===== config.mk =====
export PLATFORM = sky130hd
export DESIGN_NAME = spi_ram_master_flat
export DESIGN_NICKNAME = d
export VERILOG_FILES = /design/src/rtl/spi_ram_master_if.sv /design/src/rtl/spi_ram_master.sv /design/src/flat_wrapper.sv
export SDC_FILE = /design/constraint.sdc
export NUM_CORES = 1
export LEC_CHECK = 0
export ABC_AREA = 1
export BUFFER_PORTS_ARGS = -buffer_cell sky130_fd_sc_hd__buf_2
export CAP_MARGIN = 20
export CORE_MARGIN = 2
export CORE_UTILIZATION = 48
export CTS_BUF_LIST = sky130_fd_sc_hd__clkbuf_4 sky130_fd_sc_hd__clkbuf_8
export DETAILED_ROUTE_END_ITERATION = 10
export GPL_TIMING_DRIVEN = 0
export HOLD_SLACK_MARGIN = 0.08
export PLACE_DENSITY = 0.8
export REMOVE_ABC_BUFFERS = 1
export SLEW_MARGIN = 20
export SYNTH_ARGS = -nofsm -noshare
export SYNTH_HDL_FRONTEND = slang
export SYNTH_SLANG_ARGS = --single-unit

===== constraint.sdc =====
create_clock -name clk -period 1.7 [get_ports clk]
set_input_delay 0.34 -clock clk [delete_from_list [all_inputs] [get_ports clk]]
set_output_delay 0.34 -clock clk [all_outputs]
set_load 0.02 [all_outputs]

===== src/rtl/spi_ram_master_if.sv =====
// Command-side bus of the SPI RAM master: one command in, done/read-data out.
// The host drives the master modport; spi_ram_master takes the slave modport.
interface spi_ram_master_if;
  logic       start;
  logic [1:0] cmd;
  logic [7:0] payload;
  logic       ready;
  logic       done;
  logic       rd_valid;
  logic [7:0] rd_data;

  modport master (
    output start, cmd, payload,
    input  ready, done, rd_valid, rd_data
  );

  modport slave (
    input  start, cmd, payload,
    output ready, done, rd_valid, rd_data
  );
endinterface


===== src/rtl/spi_ram_master.sv =====
// SPI host for the SPI-slave/RAM wrapper: sends one 10-bit {cmd,payload} frame per command.
// Read-data commands keep clocking through a dummy gap and then shift in one byte from MISO.
module spi_ram_master #(
  parameter int HALF_PERIOD = 2,
  parameter int READ_GAP    = 2
) (
  input  logic              clk,
  input  logic              rst_n,
  spi_ram_master_if.slave   bus,
  output logic              SS_n,
  output logic              SCK,
  output logic              MOSI,
  input  logic              MISO
);

  localparam int HW = $clog2(HALF_PERIOD) + 1;
  localparam int GW = (READ_GAP > 0) ? $clog2(READ_GAP + 1) : 1;
  localparam logic [HW-1:0] HP_LAST  = HW'(HALF_PERIOD - 1);
  localparam logic [GW-1:0] GAP_LAST = GW'((READ_GAP > 0) ? READ_GAP - 1 : 0);

  typedef enum logic [2:0] {
    ST_IDLE,
    ST_ASSERT,
    ST_SHIFT,
    ST_GAP,
    ST_READ,
    ST_END
  } state_t;

  state_t          state;
  logic [HW-1:0]   hp_cnt;
  logic [3:0]      bit_cnt;
  logic [GW-1:0]   gap_cnt;
  logic [9:0]      shreg;
  logic            is_rd;
  logic [7:0]      rx_shift;
  logic            half_done;

  assign half_done = (hp_cnt == HP_LAST);

  // hp_cnt times each SCK half-period; SCK's own level tells high phase from low phase.
  always_ff @(posedge clk or negedge rst_n) begin
    if (!rst_n) begin
      state        <= ST_IDLE;
      hp_cnt       <= '0;
      bit_cnt      <= '0;
      gap_cnt      <= '0;
      shreg        <= '0;
      is_rd        <= 1'b0;
      rx_shift     <= '0;
      SS_n         <= 1'b1;
      SCK          <= 1'b0;
      MOSI         <= 1'b0;
      bus.ready    <= 1'b1;
      bus.done     <= 1'b0;
      bus.rd_valid <= 1'b0;
      bus.rd_data  <= '0;
    end else begin
      bus.done     <= 1'b0;
      bus.rd_valid <= 1'b0;

      case (state)
        ST_IDLE: begin
          if (bus.start && bus.ready) begin
            shreg     <= {bus.cmd, bus.payload};
            is_rd     <= &bus.cmd;
            MOSI      <= bus.cmd[1];
            SS_n      <= 1'b0;
            SCK       <= 1'b0;
            bus.ready <= 1'b0;
            hp_cnt    <= '0;
            state     <= ST_ASSERT;
          end
        end

        ST_ASSERT: begin
          if (half_done) begin
            hp_cnt  <= '0;
            bit_cnt <= '0;
            SCK     <= 1'b1;
            state   <= ST_SHIFT;
          end else begin
            hp_cnt <= hp_cnt + 1'b1;
          end
        end

        // Shifting zeros in behind the word leaves MOSI at 0 after the last bit.
        ST_SHIFT: begin
          if (!half_done) begin
            hp_cnt <= hp_cnt + 1'b1;
          end else begin
            hp_cnt <= '0;
            if (SCK) begin
              SCK   <= 1'b0;
              MOSI  <= shreg[8];
              shreg <= {shreg[8:0], 1'b0};
            end else if (bit_cnt != 4'd9) begin
              bit_cnt <= bit_cnt + 1'b1;
              SCK     <= 1'b1;
            end else if (is_rd) begin
              SCK     <= 1'b1;
              bit_cnt <= '0;
              gap_cnt <= '0;
              if (READ_GAP > 0) begin
                state <= ST_GAP;
              end else begin
                rx_shift <= {rx_shift[6:0], MISO};
                state    <= ST_READ;
              end
            end else begin
              SS_n     <= 1'b1;
              SCK      <= 1'b0;
              MOSI     <= 1'b0;
              bus.done <= 1'b1;
              state    <= ST_END;
            end
          end
        end

        ST_GAP: begin
          if (!half_done) begin
            hp_cnt <= hp_cnt + 1'b1;
          end else begin
            hp_cnt <= '0;
            if (SCK) begin
              SCK <= 1'b0;
            end else begin
              SCK <= 1'b1;
              if (gap_cnt == GAP_LAST) begin
                rx_shift <= {rx_shift[6:0], MISO};
                state    <= ST_READ;
              end else begin
                gap_cnt <= gap_cnt + 1'b1;
              end
            end
          end
        end

        // MISO is captured on the same edge that raises SCK.
        ST_READ: begin
          if (!half_done) begin
            hp_cnt <= hp_cnt + 1'b1;
          end else begin
            hp_cnt <= '0;
            if (SCK) begin
              SCK <= 1'b0;
            end else if (bit_cnt != 4'd7) begin
              bit_cnt  <= bit_cnt + 1'b1;
              SCK      <= 1'b1;
              rx_shift <= {rx_shift[6:0], MISO};
            end else begin
              SS_n         <= 1'b1;
              MOSI         <= 1'b0;
              bus.done     <= 1'b1;
              bus.rd_valid <= 1'b1;
              bus.rd_data  <= rx_shift;
              state        <= ST_END;
            end
          end
        end

        ST_END: begin
          if (half_done) begin
            hp_cnt    <= '0;
            bit_cnt   <= '0;
            gap_cnt   <= '0;
            bus.ready <= 1'b1;
            state     <= ST_IDLE;
          end else begin
            hp_cnt <= hp_cnt + 1'b1;
          end
        end

        default: begin
          state <= ST_IDLE;
        end
      endcase
    end
  end

endmodule

===== src/flat_wrapper.sv =====
// flat-port wrapper written by rule: the top's interface ports become plain ports
module spi_ram_master_flat 
#(
  parameter int HALF_PERIOD = 2,
  parameter int READ_GAP    = 2
)
  (clk, rst_n, SS_n, SCK, MOSI, MISO, bus_start, bus_cmd, bus_payload, bus_ready, bus_done, bus_rd_valid, bus_rd_data);
  spi_ram_master_if bus_i ();
  input  logic clk;
  input  logic rst_n;
  output logic SS_n;
  output logic SCK;
  output logic MOSI;
  input  logic MISO;
  input wire logic [$bits(bus_i.start)-1:0] bus_start;
  input wire logic [$bits(bus_i.cmd)-1:0] bus_cmd;
  input wire logic [$bits(bus_i.payload)-1:0] bus_payload;
  output wire logic [$bits(bus_i.ready)-1:0] bus_ready;
  output wire logic [$bits(bus_i.done)-1:0] bus_done;
  output wire logic [$bits(bus_i.rd_valid)-1:0] bus_rd_valid;
  output wire logic [$bits(bus_i.rd_data)-1:0] bus_rd_data;
  assign bus_i.start = bus_start;
  assign bus_i.cmd = bus_cmd;
  assign bus_i.payload = bus_payload;
  assign bus_ready = bus_i.ready;
  assign bus_done = bus_i.done;
  assign bus_rd_valid = bus_i.rd_valid;
  assign bus_rd_data = bus_i.rd_data;
  spi_ram_master #(.HALF_PERIOD(HALF_PERIOD), .READ_GAP(READ_GAP)) u_core (.clk(clk), .rst_n(rst_n), .bus(bus_i), .SS_n(SS_n), .SCK(SCK), .MOSI(MOSI), .MISO(MISO));
endmodule

==> results of run 1 <==
==> flip-flops by register name (all words and copies together), names as in the netlist, 2 cells and up <==
register            cells
u_core.shreg            9
u_core.bus.rd_data      8
u_core.rx_shift         8
u_core.bit_cnt          4
u_core.state            3
u_core.gap_cnt          2
u_core.hp_cnt           2
==> report_power, final <==
part	switching [mW]	leakage (nW)	internal, mW
sequential	0.352	0.554	1.40
combinational	1.60	0.892	0.818
clock	0.385	0.0408	0.294
==> what timing repair did <==
item / in CTS / in global routing
hold buffers: 0 / 1
resized for setup: 1 / 5
setup endpoints to repair: 12 / 30
buffers inserted: 0 / 3
endpoints found under the hold margin: 0 / 9
==> metal layers <==
| layer | wire length (µm) | track usage (%) | vias up |
|---|---|---|---|
| li1 | - | - | 1059 |
| met1 | 2240 | 26.2 | 974 |
| met2 | 2290 | 29.4 | 54 |
| met3 | 284 | 5.09 | 6 |
| met4 | 57 | 5.26 | 0 |
| met5 | 0 | 0 | - |
==> cells in the mapped netlist, drive strengths merged <==
master  instances  area share (%)
clkinv          1            0.21
a21boi          1            0.31
o21ai          23             5.0
nand4           9             2.3
o211ai          1            0.31
dfrtp          41              42
nor2           27             7.1
xor2            2            0.72
nand3          27             7.0
dfstp           2             2.2
nand2         132              23
buf             5             2.2
ha              3             1.5
nor3            1            0.21
inv            24             3.8
nand3b          1            0.31
a21oi           8             2.1
==> through the flow <==
step           TNS (ps)  instance area, µm²  instances  hold WS [ps]
6_report              0                2760        410           296
3_3_place_gp       -945                2600        397           452
2_1_floorplan         0                2380        303          44.4
5_1_grt               0                2760        410           284
3_5_place_dp      -1130                2600        397           460
4_1_cts               0                2690        405           220
==> worst register-to-register path: cells and delay by family, from the launching register on <==
kind                   cells  cell delay [ps]
buffers and inverters      1              180
AND/OR/NAND/NOR            3              240
AO/OA/AOI/OAI              2              540
flip-flops                 1              490
==> cells in the final DEF (no fill, tap or decap), types with 2 or more instances in the layout <==
cell / instances
nand3_4: 3
xor2_1: 2
nor2_8: 2
inv_1: 18
nand2_2: 6
nand3_1: 23
nor2_4: 3
dfrtp_2: 4
buf_2: 27
nor2_2: 7
dfrtp_1: 37
nand2_1: 121
o21ai_1: 5
a21oi_1: 7
nand4_1: 9
ha_1: 2
o21ai_0: 16
clkinvlp_4: 2
dfstp_2: 2
o21ai_2: 2
buf_4: 3
inv_2: 5
nand2_4: 5
nor2_1: 15
clkbuf_8: 5
==> worst max path at each step <==
| stage | end | slack, ps | depth (start not counted) |
|---|---|---|---|
| floorplan | u_core.bit_cnt[3]$_DFFE_PN0P_ | 130 | 9 |
| global placement | u_core.bit_cnt[3]$_DFFE_PN0P_ | -130 | 9 |
| detailed placement | u_core.bit_cnt[1]$_DFFE_PN0P_ | -140 | 9 |
| finish | u_core.MOSI$_DFFE_PN0P_ | 140 | 6 |
| CTS | u_core.rx_shift[1]$_DFFE_PN0P_ | 6 | 7 |
| global route | u_core.gap_cnt[1]$_DFFE_PN0P_ | 30 | 9 |
==> cell type report <==
type                    instances  area (µm²)
fillers                       462        2060
multi-input cells             235        1210
flip-flops and latches         43        1080
repair buffers                 32         188
inverters                      25        97.6
well taps                      67        83.8
clock buffers                   5        68.8
clock inverters                 3        23.8
==> kinds of logic after synthesis <==
group / after synthesis
flip-flops: 43
adder cells (fa/ha/maj): 3
XOR/XNOR: 2
AND/OR/NAND/NOR: 197
AO/OA/AOI/OAI: 33
buffers and inverters: 30
==> reports/results.txt, run 1 <==
Status - completed
Share of synthesized cell area in full adder, half adder and majority cells - 1.54%
Reg clk slew, reported paths - 90 ps
Clock root buffer - clkbuf_8
Placeable Area - 0.00482 mm²
Initial antenna violation count - 0
Buffers & Inverters on Critical Path - 1
R2R cell count - 6
Power Total - 4.85 mW
Post-route ant nets - 0
Number of H-tree levels - 2
Die H - 75.2 µm
Post-Syn Instances - 308
Vias in the first global route - 1,824
CP delay by family, top - compound AO/OA/AOI/OAI gates
CTS tree - done
GP Congestion - 0.887
Site Rows - 25
Nets@finish - 359
GRT Total Usage - 18.9%
Layout Area Growth over Synthesis - 13.4%
I/O pin count - 28
Synth Cell Area - 0.00243 mm²
Post-Synth Simple-Gate Area - 39.5%
Synth Area in XOR/XNOR - 0.719%
Die ar. - 0.00566 mm²
Antenna Cells - 0
Final Hold Fails - 0
Crit path capture type - register
Max frequency - 0.642 GHz
Number of distinct library cells after synthesis - 31
Starting Density - 50.5%
Starting DRT DRC Count - 132
Seq/Total Area, Yosys - 44.3%
#FFs+latches synth - 43
Clock skew - 9.57 ps
CP max FO - 9
Final Max Slew Viols - 0
Slowest stage delay, CP - 490 ps
Setup violations, final - 0
Port Buffer Count - 27
HP Start - bus_payload[0]
DP HPWL - 3470 µm
Worst endpoint required time - 1900 ps
Share of cells above drive strength 1 - 24.2%
Drt drc - 0
Worst setup path startpoint - u_core.state[2]$_DFFE_PN0P_
Vias per inst - 5.10
RSZ-0062 raised after global routing - false
Shortest period the worst path allows - 1560 ps
Critical-path cell list - buf_4 -> a21oi_1 -> a21boi_0 -> nand3_1 -> nand2_1 -> nand2_1
Most common cell on crit path - nand2_1
Gr ovfl total - 0
Final worst path period share - 91.6%
Hold path cells - 3
Drt wl/cell - 11.9 µm
Dpl ws - -137 ps
Worst R2R End - u_core.MOSI$_DFFE_PN0P_
Mux share of post-synthesis cell area - 0%
Clock Sinks - 43
Largest family of logic cells by synthesized area - simple AND/OR/NAND/NOR gates
R2R Setup Slk - 140 ps
Fin worst setup slack - 143 ps
CP Class - register to register
Max transition margin - 78.6%
TritonCTS Buffers - 5
Yosys warns - 0
Worst hold path type - primary input to register
Synth Area per Inst - 7.91 µm²
Final core utilization - 57.3%
Startpoint Class - register
First-pass GRT wire length - 8190 µm
Crit path max-delay cell type - dfrtp_2
Worst-Margin Slew - 317 ps
MaxCap Viol Count - 0
Vias - 2,093
Routed WL - 4880 µm
Leakage - 1.49 nW
Chip Width - 75.2 µm
Clock latency on the worst-skew pair - 300 ps
Max Root-Sink Buffers - 2
Pin count of the biggest net entering global routing - 44
VDD IR max - 0.934 mV
Hold Path Sink - u_core.shreg[0]$_DFFE_PN0P_
Pwr/cell area - 1760 mW/mm²
DRT Pass-1 Iters - 4
Worst path arrival time - 1760 ps
Launching point of the worst reg2reg path - u_core.state[2]$_DFFE_PN0P_
Compound-Gate Fraction of Synth Area - 7.76%
(Power assumes the default switching activity.)
==> run 2, diff against run 1 <==
CORE_UTILIZATION = 60   (was 48)
PLACE_DENSITY = 0.94   (was 0.8)
==> run 2 against run 1 <==
Die area down 19%; largest cell class unchanged; combinational power increased by 2%; critical endpoint is now u_core.state[0]$_DFFE_PN0P_; total power grew 3.4%.
==> reports/results.txt, run 2 (synthesized netlist as in run 1, its figures left out) <==
Final Max Slew Viols - 0
Gr ovfl total - 0
Setup violations, final - 0
Register with the most flip-flops - u_core.shreg
TNS Setup - 0 ps
DP HPWL - 3640 µm
Worst setup path startpoint - u_core.bit_cnt[0]$_DFFE_PN0P_
Drt wl/cell - 12.6 µm
R2R cell count - 8
Worst path depth - 8
Starting DRT DRC Count - 116
Vias per inst - 5.33
Leading cell type in the layout, fill and taps excluded - nand2_1
GP Congestion - 0.913
Number of flip-flops under the largest register name - 9
Shortest period the worst path allows - 1550 ps
Layout Area Growth over Synthesis - 12.5%
Max Root-Sink Buffers - 2
Launching point of the worst reg2reg path - u_core.bit_cnt[0]$_DFFE_PN0P_
Status - completed
CP endpoint - u_core.state[0]$_DFFE_PN0P_
Clock root buffer - clkbuf_8
Crit path capture type - register
Die H - 67.7 µm
Nets@finish - 359
Placeable Area - 0.00394 mm²
Largest regs - u_core.shreg (9), u_core.bus.rd_data (8), u_core.rx_shift (8)
Post-route ant nets - 0
Buffers & Inverters on Critical Path - 0
DP Cell Count - 380
CP delay by family, top - simple AND/OR/NAND/NOR gates
Commonest cells after routing, fill and taps aside - nand2_1, dfrtp_1, buf_2, nand3_1, inv_1
Initial antenna violation count - 0
CP Class - register to register
DRT Pass-1 Iters - 4
Antenna Cells - 0
Worst R2R End - u_core.state[0]$_DFFE_PN0P_
Worst-Margin Slew - 911 ps
Worst hold path type - primary input to async pin
Worst path arrival time - 1740 ps
Pin count of the biggest net entering global routing - 44
Worst endpoint required time - 1880 ps
Max transition margin - 39.3%
CP max FO - 5
Die ar. - 0.00458 mm²
Dpl cell area - 0.00258 mm²
Clock skew - 2.97 ps
Final Hold Fails - 0
MaxCap Viol Count - 0
Vias in the first global route - 1,930
Drt drc - 0
Pwr/cell area - 1830 mW/mm²
CTS tree - done
TritonCTS Buffers - 5
First-pass GRT wire length - 8340 µm
Site Rows - 23
Port Buffer Count - 27
Cts hold-fix bufs - 0
Starting Density - 61.8%
Final worst path period share - 91.3%
I/O pin count - 28
FILL cells - 301
Crit path max-delay cell type - dfrtp_2
Vias - 2,091
Chip Width - 67.7 µm
Reg clk slew, reported paths - 70 ps
Final core utilization - 69.5%
Leakage - 1.50 nW
Max frequency - 0.644 GHz
Post-route cell area - 0.00274 mm²
Routed WL - 4930 µm
Critical-path cell list - ha_1 -> nand3_4 -> nand3_1 -> nand3_1 -> nor2_4 -> nand2_1 -> nand2_1 -> nand2_1
GRT Total Usage - 24.1%
Clock Sinks - 43
Clock latency on the worst-skew pair - 290 ps
Non-Filler Instances - 392
VDD IR max - 1.06 mV
Slowest stage delay, CP - 410 ps
Share of cells above drive strength 1 - 24.0%
Most common cell on crit path - nand2_1
Number of H-tree levels - 2
R2R Setup Slk - 150 ps
Startpoint Class - register
## run 2: worst min-delay path by stage
stage                                       from                           endpoint  slack, ps  depth (start not counted)
6_report                                   rst_n      u_core.bit_cnt[3]$_DFFE_PN0P_        170                          1
5_1_grt                                    rst_n      u_core.bit_cnt[3]$_DFFE_PN0P_        250                          1
4_1_cts                                    rst_n          u_core.bus.done$_DFF_PN0_        210                          1
3_5_place_dp   u_core.bus.rd_data[5]$_DFFE_PN0P_  u_core.bus.rd_data[5]$_DFFE_PN0P_        460                          2
3_3_place_gp             u_core.SS_n$_DFFE_PN1P_            u_core.SS_n$_DFFE_PN1P_        450                          2
2_1_floorplan                              rst_n            u_core.MOSI$_DFFE_PN0P_         40                          0
## run 2: report_power, final
group | switching, mW | internal, mW | leakage [nW]
sequential | 0.357 | 1.40 | 0.554
combinational | 1.65 | 0.838 | 0.892
clock | 0.325 | 0.446 | 0.0547
total | 2.33 | 2.69 | 1.50
## run 2: final cells by class
cell class              count  area, µm²  share of cell area (%)
clock buffers               6       76.3                    2.79
clock inverters             1       30.0                    1.10
inverters                  25       97.6                    3.56
multi-input cells         235       1220                    44.4
flip-flops and latches     43       1080                    39.5
well taps                  50       62.6                    2.28
repair buffers             32        173                    6.30
## run 2: through the flow
step	setup slack [ps]	hold WS, ps	power (mW)
after floorplan	133	44.4	3.58
after global placement	-130	453	4.01
after detailed placement	-171	460	4.13
after CTS	28.8	212	4.91
after global routing	-25.9	249	5.47
final	147	173	5.02
## run 2: routing by layer
layer  GRT usage (%)  part of all wire [%]  vias up
li1                -                     -     1050
met1            29.9                    44      963
met2            40.7                    50       70
met3            5.83                   5.3        8
met4            8.16                   1.0        0
met5               0                     0        -
## run 2: what timing repair did
item	CTS	global route
gates resized for setup	2	4
cloned	0	0
setup endpoints to repair	21	14
buffers inserted	0	5
